==> config.mk <==
export PLATFORM = sky130hd
export DESIGN_NAME = dp_sequencer
export DESIGN_NICKNAME = d
export VERILOG_FILES = /design/src/rtl/dp_ctrl_pkg.sv /design/src/rtl/dp_decoder.sv /design/src/rtl/dp_sequencer.sv
export SDC_FILE = /design/constraint.sdc
export NUM_CORES = 1
export LEC_CHECK = 0
export ABC_AREA = 1
export CAP_MARGIN = 20
export CORE_ASPECT_RATIO = 1.75
export CORE_UTILIZATION = 44
export DETAILED_ROUTE_END_ITERATION = 7
export DONT_BUFFER_PORTS = 1
export GPL_ROUTABILITY_DRIVEN = 1
export MAX_ROUTING_LAYER = met4
export PLACE_DENSITY_LB_ADDON = 0.08
export SYNTH_ARGS = -nofsm -noshare
export SYNTH_HDL_FRONTEND = slang
export SYNTH_SLANG_ARGS = --single-unit
==> constraint.sdc <==
create_clock -name clk -period 1.5 [get_ports clk]
set_input_delay 0.225 -clock clk [delete_from_list [all_inputs] [get_ports clk]]
set_output_delay 0.225 -clock clk [all_outputs]
set_load 0.03 [all_outputs]
==> src/rtl/dp_ctrl_pkg.sv <==
// Shared types and constants for the LEGv8 multi-cycle sequencer and its decoder.
package dp_ctrl_pkg;

    typedef enum logic [2:0] {
        ST_IDLE,
        ST_DECODE,
        ST_EXEC,
        ST_MEM,
        ST_WB,
        ST_DONE
    } state_t;

    typedef enum logic [3:0] {
        CL_ILLEGAL,
        CL_ADDI,
        CL_ADDS,
        CL_SUBS,
        CL_AND,
        CL_EOR,
        CL_LDUR,
        CL_STUR,
        CL_CBZ
    } iclass_t;

    localparam logic [2:0] ALU_PASSB = 3'b000;
    localparam logic [2:0] ALU_ADD   = 3'b010;
    localparam logic [2:0] ALU_SUB   = 3'b011;
    localparam logic [2:0] ALU_AND   = 3'b100;
    localparam logic [2:0] ALU_XOR   = 3'b110;

    localparam logic [9:0]  OP_ADDI = 10'b1001000100;
    localparam logic [10:0] OP_ADDS = 11'b10101011000;
    localparam logic [10:0] OP_SUBS = 11'b11101011000;
    localparam logic [10:0] OP_AND  = 11'b10001010000;
    localparam logic [10:0] OP_EOR  = 11'b11001010000;
    localparam logic [10:0] OP_LDUR = 11'b11111000010;
    localparam logic [10:0] OP_STUR = 11'b11111000000;
    localparam logic [7:0]  OP_CBZ  = 8'b10110100;

    typedef struct packed {
        iclass_t     cls;
        logic [2:0]  alu_op;
        logic        alu_src;
        logic        reg2loc;
        logic        mem_to_reg;
        logic [11:0] imm;
        logic        illegal;
    } ctrl_t;

    // Classes that finish through the register write-back phase straight from EXEC.
    function automatic logic is_alu(input iclass_t cls);
        return (cls == CL_ADDI) || (cls == CL_ADDS) || (cls == CL_SUBS) ||
               (cls == CL_AND)  || (cls == CL_EOR);
    endfunction

endpackage

==> src/rtl/dp_decoder.sv <==
// Combinational LEGv8 subset decoder: instruction word to class and datapath controls.
module dp_decoder
    import dp_ctrl_pkg::*;
(
    input  logic [31:0] instr,
    output ctrl_t       ctrl
);

    always_comb begin
        ctrl         = '0;
        ctrl.cls     = CL_ILLEGAL;
        ctrl.illegal = 1'b1;
        if (instr[31:22] == OP_ADDI) begin
            ctrl.cls     = CL_ADDI;
            ctrl.illegal = 1'b0;
            ctrl.alu_src = 1'b1;
            ctrl.alu_op  = ALU_ADD;
            ctrl.imm     = instr[21:10];
            ctrl.reg2loc = 1'b1;
        end else if (instr[31:21] == OP_ADDS || instr[31:21] == OP_SUBS) begin
            ctrl.cls     = (instr[31:21] == OP_ADDS) ? CL_ADDS : CL_SUBS;
            ctrl.illegal = 1'b0;
            ctrl.alu_op  = (instr[31:21] == OP_ADDS) ? ALU_ADD : ALU_SUB;
            ctrl.reg2loc = 1'b1;
        end else if (instr[31:21] == OP_AND || instr[31:21] == OP_EOR) begin
            ctrl.cls     = (instr[31:21] == OP_AND) ? CL_AND : CL_EOR;
            ctrl.illegal = 1'b0;
            ctrl.alu_op  = (instr[31:21] == OP_AND) ? ALU_AND : ALU_XOR;
            ctrl.reg2loc = 1'b1;
        end else if ((instr[31:21] == OP_LDUR || instr[31:21] == OP_STUR) && !instr[20]) begin
            // Negative offsets fall through to the illegal default.
            ctrl.cls        = (instr[31:21] == OP_LDUR) ? CL_LDUR : CL_STUR;
            ctrl.illegal    = 1'b0;
            ctrl.alu_src    = 1'b1;
            ctrl.alu_op     = ALU_ADD;
            ctrl.imm        = {4'b0, instr[19:12]};
            ctrl.mem_to_reg = (instr[31:21] == OP_LDUR);
            ctrl.reg2loc    = (instr[31:21] == OP_LDUR);
        end else if (instr[31:24] == OP_CBZ) begin
            ctrl.cls     = CL_CBZ;
            ctrl.illegal = 1'b0;
            ctrl.alu_op  = ALU_PASSB;
        end
    end

endmodule

==> src/rtl/dp_sequencer.sv <==
// Multi-cycle control sequencer: accepts one instruction, walks DECODE/EXEC/MEM/WB, pulses done.
module dp_sequencer
    import dp_ctrl_pkg::*;
#(
    parameter int SETTLE_CYCLES = 1
) (
    input  logic        clk,
    input  logic        reset,
    input  logic        in_valid,
    output logic        in_ready,
    input  logic [31:0] instr,
    input  logic        Zero,
    output logic [4:0]  Rd,
    output logic [4:0]  Rm,
    output logic [4:0]  Rn,
    output logic [11:0] AddI12,
    output logic [2:0]  ALUOp,
    output logic        Reg2Loc,
    output logic        ALUSrc,
    output logic        MemToReg,
    output logic        RegWrite,
    output logic        MemWrite,
    output logic        done,
    output logic        branch_taken,
    output logic        illegal,
    output logic        flag_z
);

    localparam logic [3:0] SETTLE_LAST = 4'(SETTLE_CYCLES - 1);

    // Handshake: an instruction transfers on a rising edge where in_valid and
    // in_ready are both high; in_ready is high only in IDLE.
    state_t      state, state_nxt;
    logic [31:0] instr_q;
    logic [3:0]  cnt;
    iclass_t     cls_q;
    logic        illegal_q;
    logic        bt_q;
    ctrl_t       dec;

    dp_decoder u_dec (
        .instr (instr_q),
        .ctrl  (dec)
    );

    always_ff @(posedge clk) begin
        if (!reset) begin
            state     <= ST_IDLE;
            instr_q   <= '0;
            cnt       <= '0;
            cls_q     <= CL_ILLEGAL;
            illegal_q <= 1'b0;
            bt_q      <= 1'b0;
            flag_z    <= 1'b0;
            Rd        <= '0;
            Rn        <= '0;
            Rm        <= '0;
            AddI12    <= '0;
            ALUOp     <= '0;
            Reg2Loc   <= 1'b0;
            ALUSrc    <= 1'b0;
            MemToReg  <= 1'b0;
        end else begin
            state <= state_nxt;
            case (state)
                ST_IDLE: begin
                    if (in_valid) begin
                        instr_q   <= instr;
                        bt_q      <= 1'b0;
                        illegal_q <= 1'b0;
                    end
                end
                ST_DECODE: begin
                    Rd        <= instr_q[4:0];
                    Rn        <= instr_q[9:5];
                    Rm        <= instr_q[20:16];
                    AddI12    <= dec.imm;
                    ALUOp     <= dec.alu_op;
                    Reg2Loc   <= dec.reg2loc;
                    ALUSrc    <= dec.alu_src;
                    MemToReg  <= dec.mem_to_reg;
                    cls_q     <= dec.cls;
                    illegal_q <= dec.illegal;
                    cnt       <= SETTLE_LAST;
                end
                ST_EXEC: begin
                    if (cnt != 4'd0) begin
                        cnt <= cnt - 4'd1;
                    end else if (cls_q == CL_CBZ) begin
                        bt_q <= Zero;
                    end
                end
                ST_WB: begin
                    if (cls_q == CL_ADDS || cls_q == CL_SUBS) begin
                        flag_z <= Zero;
                    end
                end
                default: ;
            endcase
        end
    end

    always_comb begin
        state_nxt = state;
        case (state)
            ST_IDLE:   if (in_valid) state_nxt = ST_DECODE;
            ST_DECODE: state_nxt = dec.illegal ? ST_DONE : ST_EXEC;
            ST_EXEC: begin
                if (cnt == 4'd0) begin
                    if (is_alu(cls_q))                             state_nxt = ST_WB;
                    else if (cls_q == CL_LDUR || cls_q == CL_STUR) state_nxt = ST_MEM;
                    else                                           state_nxt = ST_DONE;
                end
            end
            ST_MEM:    state_nxt = (cls_q == CL_STUR) ? ST_DONE : ST_WB;
            ST_WB:     state_nxt = ST_DONE;
            ST_DONE:   state_nxt = ST_IDLE;
            default:   state_nxt = ST_IDLE;
        endcase
    end

    // Strobes are gated by reset so an abandoned instruction never writes.
    always_comb begin
        in_ready     = (state == ST_IDLE);
        RegWrite     = reset && (state == ST_WB) && (Rd != 5'd31);
        MemWrite     = reset && (state == ST_MEM) && (cls_q == CL_STUR);
        done         = (state == ST_DONE);
        branch_taken = done && bt_q;
        illegal      = done && illegal_q;
    end

endmodule

* After elaboration in Yosys (flattened, before gate mapping)
Cells that the tools add are included.
** Operators by class
- Mux-type cells :: 37
- Equal/unequal tests :: 27
- Add/subtract/negate cells :: 1
- Reduce and logical (&&, ||, !) cells :: 29
** Operators with widths (number)
- $eq 11x11->1 const B :: 6
- $mux 13 :: 3
- $mux 7 :: 4
- $mux 1 :: 17
- $eq 4x3->1 const B :: 4
- $mux 15 :: 1
- $mux 3 :: 5
- $pmux 3 s5 :: 1
- $eq 10x10->1 const B :: 1
- $ne 2x2->1 const B :: 5
- $reduce_and 2->1 :: 5
- $logic_or 1x1->1 :: 9
- $mux 9 :: 1
- $eq 4x2->1 const B :: 2
- $eq 8x8->1 const B :: 1
- $pmux 4 s2 :: 1
- $logic_and 1x1->1 :: 7
- $eq 3x2->1 const B :: 2
- $eq 3x3->1 const B :: 2
- $reduce_bool 2->1 :: 3
- $ne 5x5->1 const B :: 1
- $eq 4x1->1 const B :: 1
- $eq 4x4->1 const B :: 1
- $logic_not 4->1 :: 1
- 9 further kinds :: 10
** Word-level totals
- Output and inout port bits :: 40
- Register bits after elaboration :: 79

* Longest topological paths before layout
- Depth in word-level cells :: 9
- Gate-level depth with buffers :: 9
- Depth with buffers taken out :: 9

* By module
A second synthesis with hierarchy kept.
** Second synthesis, totals
- Cell total of the unflattened synthesis :: 523
- Area, all modules :: 3678.5 µm²
** By module, submodules not included
- dp_sequencer :: sequential area each 1581.5 µm², area each 3141.8 µm², instances 1, cells each 410
- dp_decoder :: sequential area each 0.0 µm², area each 536.8 µm², instances 1, cells each 113

* Worst setup path after synthesis
Ideal clock, no wire load.
- Path type :: register to output
- Start point :: register state[2]
- End point :: output port branch_taken
- Path buffers :: 0
- Data required time :: 1275 ps
- Arrival time :: 1871 ps
- Stages on the path, launching flop included :: 5
- Slack :: -596 ps
- Path through :: dfxtp_1 -> inv_1 -> nor3_1 -> inv_1 -> nor2_1
** Between the ends
- Cells in the longest elaborated chain, start to end :: 2
** Ends and longest elaborated chain
- start: declaration :: line dp_sequencer.sv:33 : state_t state, state_nxt;
- start signal: assignment :: line dp_sequencer.sv:64 : state <= state_nxt;
- $eq 3x3->1 :: line dp_sequencer.sv:127 : done = (state == ST_DONE);
- named net done :: line dp_sequencer.sv:23 : output logic done,
- $logic_and 1x1->1 :: line dp_sequencer.sv:128 : branch_taken = done && bt_q;
- end: declaration :: line dp_sequencer.sv:24 : output logic branch_taken,
The timed path passes the listed nets, and every way through them passes these cells.

* Worst setup path after layout
- Start point :: register cls_q[2]
- End point :: register state[2]
** Between the ends
- Cells in the longest elaborated chain, start to end :: 8
- Elaborated cells on any way between the ends :: 16
- Classes of those cells :: eq/ne: 7; mux: 4; reduce/logical: 5
** Ends and longest elaborated chain
- start: declaration :: line dp_sequencer.sv:36 : iclass_t cls_q;
- start signal: assignment :: line dp_sequencer.sv:82 : cls_q <= dec.cls;
- $eq 4x1->1 or $eq 4x2->1 (tied branches) :: line dp_ctrl_pkg.sv:52 : return (cls == CL_ADDI) || (cls == CL_ADDS) || (cls == CL_SUBS) ||
- $logic_or 1x1->1 (3 in series) :: line dp_ctrl_pkg.sv:52
- $logic_or 1x1->1 :: line dp_ctrl_pkg.sv:53 : (cls == CL_AND) || (cls == CL_EOR);
- $mux 3 * :: line dp_sequencer.sv:110 : if (is_alu(cls_q)) state_nxt = ST_WB;
- $mux 3 * :: line dp_sequencer.sv:109 : if (cnt == 4'd0) begin
- $pmux 3 s5 * :: line dp_sequencer.sv:105 : case (state)
Mark *: on every way between the ends. The rest lies on a longest branch, timed or not. The select of a mux whose other input is x is not followed.
A chain may end at the register's enable or synchronous reset.

==> flow_summary.json <==
{
  "status": "complete, but fails checks",
  "violations": "setup timing",
  "grt_pass1_vias": 2883,
  "holdBufCountCts": 0,
  "synthDistinctLibCells": 27,
  "path_common_cell": "buf_4",
  "syn_area_per_cell_um2": 7.48,
  "min_period_ns": 1.60,
  "synth_most_common_cell": "nand2_1",
  "clk-insertion-delay-late_ns": 0.34,
  "critPathMaxStageDelay_ns": 0.34,
  "synthArstFlopShare_pct": 0,
  "ys_seq_area_share_pct": 48.1,
  "worstPathMaxFanout": 4,
  "path_clk_slew_ns": 0.06,
  "critPathSlowestCell": "dfxtp_2",
  "antenna_found_initial": 0,
  "synth_flop_cell": "dfxtp_1",
  "drv_slew": 0,
  "synthesis.instances": 439,
  "vias": 3028,
  "fin_tns_setup_ns": -0.417,
  "vias_per_cell": 5.35,
  "cp_data_arrival_time_ns": 1.82,
  "antennaDiodeCount": 0,
  "rows": 41,
  "start_util_pct": 45.4,
  "power.density_nw_per_um2": 1350,
  "worstHoldPathType": "primary input to flop",
  "cts_root_buffer": "clkbuf_16",
  "crit_type": "flop to flop",
  "fin_crit_sh_pct": 107,
  "clock_path_buffers": 2,
  "coreArea_um2": 7230,
  "dp.cells": 533,
  "ys_seq_elements": 79,
  "hold_depth": 2,
  "synth_edf_count": 0,
  "postLayoutSetupSlackWorst_ns": -0.0993,
  "cts_tree": "yes",
  "synth_top_area_cell": "dfxtp_1",
  "critical_path_required_ns": 1.72,
  "finalNonFillerCells": 566,
  "fp.dieArea_um2": 7830,
  "grt_max_degree": 56,
  "max_freq_mhz": 625,
  "tightest_slew_ns": 0.377,
  "final_core_util_pct": 57.3,
  "total_power_w": 0.00559,
  "worst-path-buf-inv": 7,
  "synth_top_area_share_pct": 48.1,
  "grt_pass1_wl_um": 14000,
  "drive_gt1_share_pct": 23.3,
  "h-tree-depth": 3,
  "grt_usage_pct": 25.1,
  "area_growth_pct": 26.2,
  "grt_overflow": 0,
  "dp_hpwl_um": 5960,
  "routedWlPerCell_um": 16.0,
  "synthTopCellsByCount": "nand2_1, dfxtp_1, inv_1",
  "cts_sinks": 79,
  "clock-skew-final_ns": 0.00769,
  "hold_violations": 0,
  "path_depth": 11,
  "gp_congestion": 0.946,
  "ir_drop_v": 0.000844,
  "crit_chain": "inv_2 > nor3_4 > buf_4 > buf_4 > buf_4 > buf_4 > buf_4 > buf_4 > nand2_1 > a21oi_1 > a21oi_1",
  "rr_worst_depth": 11,
  "start_kind": "flop",
  "relSlewSlack_pct": 74.8,
  "fp.dieW_um": 67.3,
  "wl_um": 9050,
  "yosysWarnings": 0,
  "syn-num-nets": 476,
  "numCtsBuffers": 9,
  "die_h_um": 116,
  "drt_first_iter_violations": 210,
  "setup_viol": 7,
  "syn_area_um2": 3290,
  "cap_violations": 0,
  "portBuffers": 0,
  "p_leak_nw": 1.75,
  "rsz0062_at_grt": "true",
  "num_io_pins": 76,
  "worstSetupEndpointType": "flop",
  "crit_family": "buffers and inverters",
  "drt_first_pass_iters": 4,
  "final_nets": 512,
  "route.detailed.drc": 0,
  "final_antenna_net_count": 0,
  "synthTopCellsByArea": "dfxtp_1, nand2_1, a21oi_1"
}
layout make-up:
type	instances	area, um^2
clock inverters	6	61.3
repair buffers	48	407
multi-input cells	284	1540
fillers	683	3090
well taps	86	108
clock buffers	10	229
inverters	53	206
flip-flops and latches	79	1590
final timing paths:
path,end,startpoint,slack [ns]
worst max register to register,state[2]$_SDFFE_PN0P_,cls_q[2]$_SDFFE_PN0P_,-0.1
worst min register to register,instr_q[3]$_SDFFE_PN0P_,instr_q[3]$_SDFFE_PN0P_,0.46
worst min-delay path,instr_q[18]$_SDFFE_PN0P_,reset,0.03
worst max-delay path,state[2]$_SDFFE_PN0P_,cls_q[2]$_SDFFE_PN0P_,-0.1
power breakdown:
part	total, W	internal (W)	leakage [nW]	switching, W
Clock	0.00216	0.00128	0.142	0.000873
Combinational	0.000926	0.000344	0.962	0.000582
Sequential	0.00250	0.00229	0.650	0.000215
through the flow:
stage | setup slack, ns | area [um^2] | hold WS [ns]
final | -0.0993 | 4150 | 0.0305
after global routing | -0.196 | 4150 | 0.0333
after CTS | -0.0895 | 4000 | 0.0148
after detailed placement | 0.0336 | 3560 | 0.375
after global placement | 0.0557 | 3560 | 0.368
after floorplan | -0.0355 | 3310 | 0.389
registers in the layout (all words and copies together), names as in the netlist:
register   flops
illegal_q      1
ALUSrc         1
ALUOp          3
instr_q       32
cls_q          4
AddI12        12
bt_q           1
cnt            4
state          3
Rd             5
flag_z         1
Reg2Loc        1
Rm             5
MemToReg       1
Rn             5
logic make-up (layout without fill, tap and decap cells):
logic type / Yosys count / count (layout) / share of synthesized area, %
adders and majority gates: 1 / 1 / 0.381
DFF: 79 / 79 / 48.1
AOI/OAI and AO/OA: 116 / 116 / 20.2
buffers and inverters: 76 / 117 / 9.33
and+or+nand+nor: 167 / 167 / 22.0
routing by layer:
layer | vias up | GRT usage, % | share of wire, % | wire length (um)
met5 | - | - | 0 | 0
met4 | 0 | 12.5 | 2.5 | 228
met3 | 19 | 4.69 | 4.6 | 412
met2 | 80 | 44.6 | 54 | 4900
met1 | 1416 | 25.6 | 39 | 3500
li1 | 1513 | - | - | -
cell usage in the layout (no fill, tap or decap), types with 2 or more instances in the layout:
cell type and count:
o21ai_1 3, a31oi_4 2, nor2_4 4, a21oi_1 48
buf_6 9, dfxtp_1 74, nor3_2 2, inv_4 3
nor3_4 4, inv_1 41, nand2_1 78, clkbuf_16 9
buf_4 38, o21ai_0 43, nand4_1 4, nand2_4 2
o21a_1 6, nand2_2 3, dfxtp_4 2, nor2_1 33
nor2_2 6, nand3_2 5, inv_2 9, clkinv_2 3
dfxtp_2 3, nand3_1 24, a31oi_1 3, o221ai_1 7
what timing repair did:
item                       in CTS  in global routing
setup endpoints to repair       6                 30
pin swaps                       7                  9
buffers inserted               12                  5
gates resized for setup        21                 32
No activity file was read; power rests on OpenSTA's default activity.
